`config.mk`:
```
export PLATFORM = sky130hd
export DESIGN_NAME = regxfer_seq
export DESIGN_NICKNAME = d
export VERILOG_FILES = /design/src/rtl/regxfer_seq_pkg.sv /design/src/rtl/regxfer_seq_waitcnt.sv /design/src/rtl/regxfer_seq.sv
export SDC_FILE = /design/constraint.sdc
export NUM_CORES = 1
export LEC_CHECK = 0
export BUFFER_PORTS_ARGS = -buffer_cell sky130_fd_sc_hd__clkbuf_2
export CORE_MARGIN = 5
export CORE_UTILIZATION = 30
export CTS_CLUSTER_SIZE = 12
export DETAILED_ROUTE_END_ITERATION = 6
export GPL_ROUTABILITY_DRIVEN = 0
export PLACE_DENSITY = 0.52
export SYNTH_ARGS = -nofsm -noshare
export SYNTH_HDL_FRONTEND = slang
export SYNTH_HIERARCHICAL = 1
export SYNTH_SLANG_ARGS = --single-unit
export TNS_END_PERCENT = 5
```
`constraint.sdc`:
```
create_clock -name clk -period 3.38 [get_ports clk]
set_input_delay 0.169 -clock clk [delete_from_list [all_inputs] [get_ports clk]]
set_output_delay 0.169 -clock clk [all_outputs]
set_load 0.05 [all_outputs]
```
`src/rtl/regxfer_seq_pkg.sv`:
```
// regxfer_seq_pkg: command codes and FSM state encodings shared by the sequencer and its bench.
package regxfer_seq_pkg;
    typedef enum logic [1:0] {
        CMD_MOVE  = 2'b00,
        CMD_STORE = 2'b01,
        CMD_LOAD  = 2'b10,
        CMD_ILL   = 2'b11
    } cmd_e;
    localparam logic [2:0] S_IDLE = 3'd0;
    localparam logic [2:0] S_MV   = 3'd1;
    localparam logic [2:0] S_MAR  = 3'd2;
    localparam logic [2:0] S_MDR  = 3'd3;
    localparam logic [2:0] S_WR   = 3'd4;
    localparam logic [2:0] S_RDW  = 3'd5;
    localparam logic [2:0] S_WB   = 3'd6;
    localparam logic [2:0] S_DONE = 3'd7;
endpackage

```
`src/rtl/regxfer_seq_waitcnt.sv`:
```
// seq_waitcnt: loadable 3-bit down-counter with zero flag; holds at zero instead of wrapping.
module seq_waitcnt (
    input  logic       clk,
    input  logic       rst_n,
    input  logic       load_i,
    input  logic [2:0] val_i,
    input  logic       dec_i,
    output logic       zero_o
);
    logic [2:0] cnt_q, cnt_d;
    always_comb cnt_d = load_i ? val_i : (dec_i && cnt_q != 3'd0) ? cnt_q - 3'd1 : cnt_q;
    always_ff @(posedge clk or negedge rst_n)
        if (!rst_n) cnt_q <= '0;
        else        cnt_q <= cnt_d;
    assign zero_o = cnt_q == 3'd0;
endmodule

```
`src/rtl/regxfer_seq.sv`:
```
// regxfer_seq: sequences register move/store/load transfers on the shared bus; all strobes are
// decoded from the registered state so an async reset drops them in the same instant.
module regxfer_seq
    import regxfer_seq_pkg::*;
#(
    parameter int RD_WAIT = 1
) (
    input  logic       clk,
    input  logic       reset,
    input  logic       start,
    input  logic [1:0] cmd,
    input  logic [2:0] rs,
    input  logic [2:0] rd,
    output logic       busy,
    output logic       done,
    output logic       err,
    output logic [2:0] rsel,
    output logic [2:0] wsel,
    output logic       wrr,
    output logic       mar_l,
    output logic       mdr_l,
    output logic       mem_t,
    output logic       mrw
);
    localparam logic [2:0] WAIT_INIT = (RD_WAIT > 0) ? 3'(RD_WAIT - 1) : 3'd0;
    logic [2:0] state_q, state_d, rs_q, rd_q;
    cmd_e       cmd_q;
    logic       accept, wait_zero;
    assign accept = state_q == S_IDLE && start;
    always_comb begin
        state_d = state_q;
        case (state_q)
            S_IDLE:           if (start) state_d = cmd == CMD_MOVE ? S_MV : cmd == CMD_ILL ? S_DONE : S_MAR;
            S_MV, S_WR, S_WB: state_d = S_DONE;
            S_MAR:            state_d = cmd_q == CMD_STORE ? S_MDR : RD_WAIT == 0 ? S_WB : S_RDW;
            S_MDR:            state_d = S_WR;
            S_RDW:            state_d = wait_zero ? S_WB : S_RDW;
            default:          state_d = S_IDLE;
        endcase
    end
    always_ff @(posedge clk or negedge reset)
        if (!reset) begin
            state_q <= S_IDLE;
            cmd_q   <= CMD_MOVE;
            rs_q    <= '0;
            rd_q    <= '0;
        end else begin
            state_q <= state_d;
            if (accept) begin
                cmd_q <= cmd_e'(cmd);
                rs_q  <= rs;
                rd_q  <= rd;
            end
        end
    seq_waitcnt u_wait (
        .clk   (clk),
        .rst_n (reset),
        .load_i(state_q == S_MAR && state_d == S_RDW),
        .val_i (WAIT_INIT),
        .dec_i (state_q == S_RDW),
        .zero_o(wait_zero)
    );
    assign busy  = state_q != S_IDLE;
    assign done  = state_q == S_DONE;
    assign err   = done && cmd_q == CMD_ILL;
    assign rsel  = busy ? rs_q : 3'd0;
    assign wsel  = busy ? rd_q : 3'd0;
    assign wrr   = state_q == S_MV || state_q == S_WB;
    assign mar_l = state_q == S_MAR;
    assign mdr_l = state_q == S_MDR;
    assign mem_t = state_q == S_WB;
    assign mrw   = state_q == S_WR;
endmodule
```
Word-level counts from Yosys, hierarchy flattened
Cells that the tools add are included.
{ "classes": {"n_addsub": 1, "n_mul": 0, "div": 0, "n_lt_le_gt_ge": 0, "n_eq_ne": 11, "n_shift": 0, "mux": 10, "bitwise_logic": 0, "n_reduce_logical": 12} }
{ "ops": {"columns": ["op", "n"], "rows": [
  ["two-way mux 3 bit", 8],
  ["equality test 3 bit (second input constant)", 5],
  ["one-hot mux 3 bit (5 select lines)", 1],
  ["equality test 3 x 2 -> 1 bit (second input constant)", 2],
  ["logical NOT 3 bit", 2],
  ["nonzero test 3 bit", 2],
  ["equality test 2 bit (second input constant)", 2],
  ["logical AND 1 bit", 4],
  ["equality test 3 x 1 -> 1 bit (second input constant)", 1],
  ["OR reduction 3 bit", 1],
  ["subtractor 3 x 1 -> 3 bit (second input constant)", 1],
  ["equality test 2 x 1 -> 1 bit (second input constant)", 1],
  ["logical NOT 2 bit", 1],
  ["two-way mux 2 bit", 1],
  ["nonzero test 2 bit", 1],
  ["logical OR 1 bit", 1]
]} }
{ "totals": {"register_bits": 14, "latch_bits": 0, "mem_bits_rw": 0, "romBits": 0, "input_bits": 11, "out_inout_bits": 14, "elab_cells": 39, "n_memories": 0} }

Longest topological paths before layout
Gate-level depths: netlist of the first run.
{ "logic_depth": {"word_depth": 8, "ltp_mapped": 6, "mapped_depth_nobuf": 6} }

Cells and area by module
Netlist of the first run, hierarchy kept.
{ "by_module_without_submodules": {"columns": ["mod", "n_inst", "cells_each", "area_per_inst_um2", "seq_area_each_um2"], "rows": [
  ["regxfer_seq", 1, 61, 648.1, 275.3],
  ["seq_waitcnt", 1, 19, 207.7, 75.1]
]} }

Worst setup path after synthesis of the first run
OpenSTA, ideal clock, no wires.
{ "synth_path": {"path_type": "register to output", "startpoint": "reg state_q[1]", "endpoint": "out err", "arrival_ns": 1.918, "required_ns": 3.211, "setup_slack_ns": 1.293, "path_stages_with_launch": 5, "path_buffers": 1, "cell_sequence": "dfrtp_1 -> buf_2 -> nand2_1 -> nor2_1 -> and3_1"} }
{ "synth_between": {"elab_chain_cells": 2} }
{ "synth_lines": {"columns": ["item", "line_no", "rtl"], "rows": [
  ["start, declared", "regxfer_seq.sv:26", "logic [2:0] state_q, state_d, rs_q, rd_q;"],
  ["start signal, assigned", "regxfer_seq.sv:48", "state_q <= state_d;"],
  ["equality test 3 bit", "regxfer_seq.sv:64", "assign done = state_q == S_DONE;"],
  ["named net done", "regxfer_seq.sv:15", "output logic done,"],
  ["logical AND 1 bit", "regxfer_seq.sv:65", "assign err = done && cmd_q == CMD_ILL;"],
  ["end, declared", "regxfer_seq.sv:16", "output logic err,"]
]} }
The timed path passes the listed nets, and every way through them passes these cells.

Worst setup path in the final report of the first run
{ "layout_path": {"startpoint": "reg state_q[1]", "endpoint": "reg u_wait.cnt_q[2]"} }
{ "layout_between": {"elab_chain_cells": 6, "word_cells_on_any_way": 15, "classes_between": "7 x eq/ne; 3 x mux; 5 x reduce/logical"} }
{ "layout_lines": {"columns": ["item", "line_no", "rtl"], "rows": [
  ["equality test 3 bit or equality test 3 x 1 -> 1 bit (tied branches)", "regxfer_seq.sv:32", "case (state_q)"],
  ["OR reduction 3 bit", "regxfer_seq.sv:32", null],
  ["one-hot mux 3 bit (5 select lines)", "regxfer_seq.sv:32", null],
  ["equality test 3 bit", "regxfer_seq.sv:58", ".load_i(state_q == S_MAR && state_d == S_RDW),"],
  ["logical AND 1 bit", "regxfer_seq.sv:58", null],
  ["two-way mux 3 bit or nonzero test 2 bit (tied branches)", null, null],
  ["end signal, assigned", "regxfer_seq_waitcnt.sv:14", "else cnt_q <= cnt_d;"],
  ["end, declared", "regxfer_seq_waitcnt.sv:10", "logic [2:0] cnt_q, cnt_d;"]
]} }
Several ways; a longest one is shown, not always the timed one.
A chain may end at the register's enable or synchronous reset.

==> results by group, run 1 <==
Outcome
  – Outcome: finished clean

Layout
  – Layout area overhead: 21.1%
  – Layout cell share with drive strength beyond 1: 41.1%
  – N_diodes: 0
  – Fillcell total: 279
  – Nets@finish: 123
  – Fin cells: 138

Power and ir drop
  – Maximum vdd ir drop: 0.454 mV
  – Net switching fraction of the power: 50.1%
  – Combinational group share of total power: 59.9%
  – Sequential share of power: 29.3%
  – Power Dens Cells: 1080 nW/um2
  – Leakage: 0.537 nW
  – Pint: 0.000559 W
  – Clock share of power: 10.8%
  – Net Switching: 0.000561 W

Min path
  – Worst hold path endpoint: rs_q[2]$_DFFE_PN0P_
  – HP Class: in2reg
  – Hold Startpoint: rs[2]
  – Worst hold path depth: 2

Route
  – DRC errors left: 0
  – Iter 0 DRT Violations: 13
  – Routed Antenna Nets: 0
  – Vias per cell: 4.64
  – Drt pass-1 iters: 4
  – Drt total wl: 1610 um
  – Total vias in the final route: 641
  – Average wire per standard cell: 11.7 um

Worst setup path
  – CP bufs+invs: 0
  – Max stage delay cell, worst path: nor3_1
  – CP Capture Type: register
  – Crit path max fanout: 11
  – WP data arrival: 2.27 ns
  – Kind of critical path: reg2reg
  – Reg-to-reg endpoint: u_wait/cnt_q[2]$_DFFE_PN0P_
  – Data required, critical path: 3.55 ns
  – FF-to-FF Start: state_q[1]$_DFF_PN0_
  – Reg2Reg Depth: 4
  – CP peak stage delay: 0.69 ns
  – Critical path, cell by cell: nand2b_1, nor3_1, and2b_4, a221o_1
  – R2r setup slk: 1.28 ns
  – Crit path max-delay family: simple AND/OR/NAND/NOR gates
  – Worst setup SP type: register

Yosys
  – Synthesized area: 856 um2
  – Yosys top cell by area: dfrtp_1
  – Top post-synthesis cells by area: dfrtp_1 (41%), mux2_2 (11%), ha_1 (5.8%), and2b_2 (5.1%), nor2b_1 (3.7%)
  – Main flop type after synthesis: dfrtp_1
  – Synth warn: 6
  – Post-Synthesis Cells: 80
  – Top-area cell type share of the netlist area: 40.9%
  – EDFF count, synth: 0
  – Register area share after synthesis: 40.9%
  – #FFs+latches synth: 14
  – Syn avg cell area: 10.7 um2
  – Asr flop ratio synth: 100%
  – Synth cell count leaders: dfrtp_1 (14), mux2_2 (8), inv_1 (7)
  – Synth cell types: 27
  – Most frequent cell after synthesis: dfrtp_1

Timing
  – Setup violators final: 0
  – Final Cycle Share: 62.1%
  – Final Slew Violations: 0
  – Unrepaired setup endpoints after global routing: false
  – Slew @ Worst Pin: 0.824 ns
  – Hold Fails Final Rpt: 0
  – Top achievable clock speed: 476 MHz
  – Min Tclk post-route: 2.10 ns
  – Slew HR: 44.6%
  – Sum Neg Setup Slack: 0 ns
  – Clock skew: 0.00277 ns

Floorplan
  – Core Area: 2730 um2
  – Die height: 63.4 um
  – Die ar.: 4020 um2
  – Top-Level Pins: 25
  – Row count: 19
  – Initial core utilization: 31.3%
  – Die X: 63.4 um

GRT
  – Met3 GRT Util: 2.31%
  – Total gr overflow: 0
  – Most used routing layer: met2
  – Largest net degree at the start of global routing: 15
  – Met1 Use GR: 10.7%
  – Initial antenna violation count: 0
  – Number of global-route vias before repair: 672
  – GRT met2 Usage: 13.7%
  – All-layer global routing usage: 8.71%
  – First-pass GRT wire length: 2860 um

Clock network
  – CTS tree: yes
  – Cts bufs inserted: 3
  – Clk Latency, worst-skew pair: 0.28 ns
  – Clk slew on worst S/H paths: 0.09 ns
  – Deepest clock path buffer count: 2
  – # Post-CTS Setup Buffers: 0
  – Root Buffer: clkbuf_4
  – H-tree depth: 1
  – Clk sinks: 14

Flow run
  – Maxcap violations: 0

Placed design
  – Port Buffers: 24
  – DP Cell Count: 133
  – DP HPWL: 1280 um
==> kinds of logic (layout without fill, tap and decap cells) <==
kind of cell / after synthesis / in the layout / share of synthesized area (%)
flops: 14 / 14 / 40.9
compound gates: 12 / 12 / 10.7
other cells: 1 / 3 / 0.438
buf+inv: 11 / 36 / 6.87
mux: 8 / 8 / 10.5
fa+ha+maj: 4 / 4 / 5.85
simple gates: 30 / 30 / 24.7
==> layout by cell type, fill, tap and decap left out, types with 2 or more instances in the layout <==
cell,instances
mux2_2,8
ha_1,4
conb_1,3
dfrtp_1,14
nor3_1,2
clkbuf_4,3
nand2b_1,3
nor2_1,5
inv_1,7
nor2b_1,5
a221o_1,3
nor4b_1,3
a21oi_1,2
and2b_2,5
a21o_1,3
clkbuf_2,24
==> state kept, by name, summed over array words and instances (netlist names) <==
name / count
rd_q: 3
u_wait/cnt_q: 3
rs_q: 3
state_q: 3
cmd_q: 2
==> stage by stage <==
| step | utilization [%] | hold slack, ns | worst slack, ns | instance area, um2 | total power, W |
|---|---|---|---|---|---|
| 3_3_place_gp | 36.2 | 0.108 | 1.36 | 990 | 0.000999 |
| 3_5_place_dp | 36.2 | 0.105 | 1.29 | 990 | 0.00101 |
| 2_1_floorplan | - | -0.127 | 1.29 | 863 | 0.000894 |
| 4_1_cts | 37.9 | 0.109 | 1.28 | 1040 | 0.00114 |
| 5_1_grt | 37.9 | 0.114 | 1.05 | 1040 | 0.00121 |
| 6_report | 37.9 | 0.121 | 1.28 | 1040 | 0.00112 |
==> worst max-delay path by stage <==
| stage | endpoint | cells after the start | from | slack, ns |
|---|---|---|---|---|
| floorplan | err | 4 | state_q[1]$_DFF_PN0_ | 1.29 |
| global placement | u_wait/cnt_q[2]$_DFFE_PN0P_ | 4 | state_q[1]$_DFF_PN0_ | 1.36 |
| detailed placement | u_wait/cnt_q[2]$_DFFE_PN0P_ | 4 | state_q[1]$_DFF_PN0_ | 1.29 |
| global route | u_wait/cnt_q[2]$_DFFE_PN0P_ | 4 | state_q[1]$_DFF_PN0_ | 1.05 |
| finish | u_wait/cnt_q[2]$_DFFE_PN0P_ | 4 | state_q[1]$_DFF_PN0_ | 1.28 |
| CTS | u_wait/cnt_q[2]$_DFFE_PN0P_ | 4 | state_q[1]$_DFF_PN0_ | 1.28 |
==> power by group through the flow <==
stage / clock network [W] / registers (W) / logic (W)
after floorplan: 0 / 0.000282 / 0.000612
after global placement: 0 / 0.000325 / 0.000674
after detailed placement: 0 / 0.000332 / 0.000678
final: 0.000121 / 0.000328 / 0.000671
after CTS: 0.000126 / 0.000329 / 0.000682
after global routing: 0.000133 / 0.000343 / 0.000730
==> final cells by class <==
class,instances,area [um2],area share [%]
multi-input combinational,57,454,43.8
inverter,7,26.3,2.54
timing repair buffer,25,130,12.6
clock buffer,4,36.3,3.50
tap,31,38.8,3.74
sequential,14,350,33.8
==> per-layer routing <==
layer / vias up / wire (um)
met4: 0 / 16
met5: - / 0
met1: 301 / 733
li1: 326 / -
met3: 2 / 82
met2: 12 / 781
==> repair_timing <==
| item | CTS | global route |
|---|---|---|
| hold buffers | 1 | 0 |
| endpoints found under the hold margin | 14 | 0 |
| gates resized for setup | 0 | 0 |
Note: power is estimated with default switching activity, not from simulation.
==> run 2, diff against run 1 <==
clock period = 2.15 ns   (was 3.38 ns; I/O delays follow)
==> run 2 against run 1 <==
  * Die area unchanged
  * Largest power group unchanged
  * Largest cell class unchanged
  * Sequential cell count unchanged
  * Critical path depth down 1
  * Combinational power up 58%
  * Via count up 1.7%
  * Clock skew down 0.0020 ns
  * Clock-buffer cell count unchanged
  * Sequential share of layout area down 0.24 points
  * Highest routed layer unchanged
==> results by group, run 2 (synthesis gave the netlist of run 1 again) <==
Min path
  – Hold Startpoint: rs[0]
  – Worst hold path depth: 2 (unchanged)
  – HP Class: in2reg

Layout
  – Area of all placed cells without fillers: 1040 um2 (+0.72%)
  – Layout area overhead: 21.9%
  – Commonest non-fill, non-tap cell in the layout: clkbuf_2
  – Layout cell share with drive strength beyond 1: 41.7% (+0.55 points)
  – Nets@finish: 124 (+0.81%)
  – N_diodes: 0 (unchanged)
  – Most frequent cells in the layout: clkbuf_2 (24), dfrtp_1 (14), mux2_2 (8)

Floorplan
  – Core Area: 2730 um2 (unchanged)
  – Row count: 19 (unchanged)
  – Die ar.: 4020 um2 (unchanged)
  – Die X: 63.4 um (unchanged)
  – Die height: 63.4 um (unchanged)
  – Top-Level Pins: 25 (unchanged)
  – Initial core utilization: 31.3% (unchanged)

GRT
  – First-pass GRT wire length: 3120 um (+8.9%)
  – Met1 Use GR: 10.4% (-0.35 points)
  – Met3 GRT Util: 3.55% (+1.2 points)
  – Number of global-route vias before repair: 739 (+10%)
  – Initial antenna violation count: 0 (unchanged)
  – All-layer global routing usage: 9.51% (+0.80 points)
  – Largest net degree at the start of global routing: 15 (unchanged)
  – Total gr overflow: 0 (unchanged)
  – GRT met2 Usage: 16.0% (+2.3 points)
  – Most used routing layer: met2

Route
  – Drt pass-1 iters: 3 (-1)
  – DRC errors left: 0 (unchanged)
  – Routed Antenna Nets: 0 (unchanged)
  – Total vias in the final route: 652 (+1.7%)
  – Drt total wl: 1670 um (+3.6%)
  – Average wire per standard cell: 12.0 um (+2.8%)
  – Iter 0 DRT Violations: 9 (-4)
  – Vias per cell: 4.69 (+0.98%)

Worst setup path
  – Worst setup SP type: register
  – Crit path max-delay family: simple AND/OR/NAND/NOR gates
  – Max stage delay cell, worst path: dfrtp_1
  – CP bufs+invs: 1 (+1)
  – Critical path, cell by cell: nor3_4, and2b_2, clkbuf_2
  – CP Launch Point: state_q[1]$_DFF_PN0_
  – Reg2Reg Depth: 5 (+1)
  – FF-to-FF Start: state_q[1]$_DFF_PN0_
  – CP peak stage delay: 0.53 ns (-0.16 ns)
  – Kind of critical path: reg2out
  – WP data arrival: 1.71 ns (-0.56 ns)
  – Data required, critical path: 2.04 ns (-1.51 ns)
  – CP Capture Type: output port
  – Critical path depth: 3 (-1)
  – Crit path max fanout: 11 (unchanged)

Clock network
  – Deepest clock path buffer count: 2 (unchanged)
  – Clk sinks: 14 (unchanged)
  – Clk slew on worst S/H paths: 0.09 ns (about the same)
  – Cts bufs inserted: 3 (unchanged)
  – CTS tree: yes
  – H-tree depth: 1 (unchanged)
  – Clk Latency, worst-skew pair: 0.27 ns (about the same)
  – Root Buffer: clkbuf_4

Timing
  – Post-route setup slack: 0.328 ns (-0.953 ns)
  – Min Tclk post-route: 1.82 ns
  – Unrepaired setup endpoints after global routing: false
  – Final Slew Violations: 0 (unchanged)
  – Clock skew: 0.000769 ns (-0.00200 ns)
  – Setup violators final: 0 (unchanged)
  – Top achievable clock speed: 549 MHz
  – Final Cycle Share: 84.7%
  – Sum Neg Setup Slack: 0 ns (unchanged)
  – Hold Fails Final Rpt: 0 (unchanged)

Placed design
  – Port Buffers: 24 (unchanged)
  – DP HPWL: 1360 um (+6.2%)
  – DP Worst Slack: 0.387 ns (-0.904 ns)
  – Placed cell areas: 997 um2 (+0.76%)

Outcome
  – Outcome: finished clean

Power and ir drop
  – Maximum vdd ir drop: 0.802 mV (+77%)
  – Leakage: 0.543 nW (+1.0%)
  – Power Dens Cells: 1690 nW/um2 (+57%)

Flow run
  – Maxcap violations: 0 (unchanged)
run 2: final cells by class:
type,instances,area (um2)
Timing Repair Buffer,26,138
Inverter,7,26.3
Multi-Input combinational cell,57,454
Sequential cell,14,350
Fill cell,282,1690
Clock buffer,4,36.3
Tap cell,31,38.8
run 2: report_power, final:
group | total [W] | internal, W | switching [W]
Combinational | 0.00106 | 0.000387 | 0.000675
Sequential | 0.000518 | 0.000391 | 0.000126
Clock | 0.000188 | 0.000103 | 0.0000848
run 2: per-stage QoR:
| stage | hold WS [ns] | total power, W | utilization [%] | std cells |
|---|---|---|---|---|
| after floorplan | -0.188 | 0.00141 | - | 82 |
| after global placement | 0.0420 | 0.00158 | 36.5 | 134 |
| after detailed placement | 0.0450 | 0.00160 | 36.5 | 134 |
| after CTS | 0.0449 | 0.00179 | 38.2 | 139 |
| after global routing | 0.0375 | 0.00191 | 38.2 | 139 |
| final | 0.0594 | 0.00177 | 38.2 | 139 |
run 2: repair_timing:
item                                   4_1_cts  5_1_grt
resized for setup                            0        0
hold buffers                                 1        0
endpoints found under the hold margin       14        0
setup buffers                                0        0
run 2: final timing paths:
check                      slack [ns]                          end
min reg2reg                      0.51          rs_q[0]$_DFFE_PN0P_
max in group asynchronous        1.62          rd_q[1]$_DFFE_PN0P_
min                              0.06          rs_q[0]$_DFFE_PN0P_
max reg2reg                      0.35  u_wait/cnt_q[0]$_DFFE_PN0P_
max                              0.33                      wsel[1]
min in group asynchronous        0.27  u_wait/cnt_q[1]$_DFFE_PN0P_
run 2: layer usage:
layer | vias to the layer above | routed length, um
met5 | - | 0
met3 | 2 | 98
met4 | 0 | 21
li1 | 325 | -
met1 | 313 | 705
met2 | 12 | 845
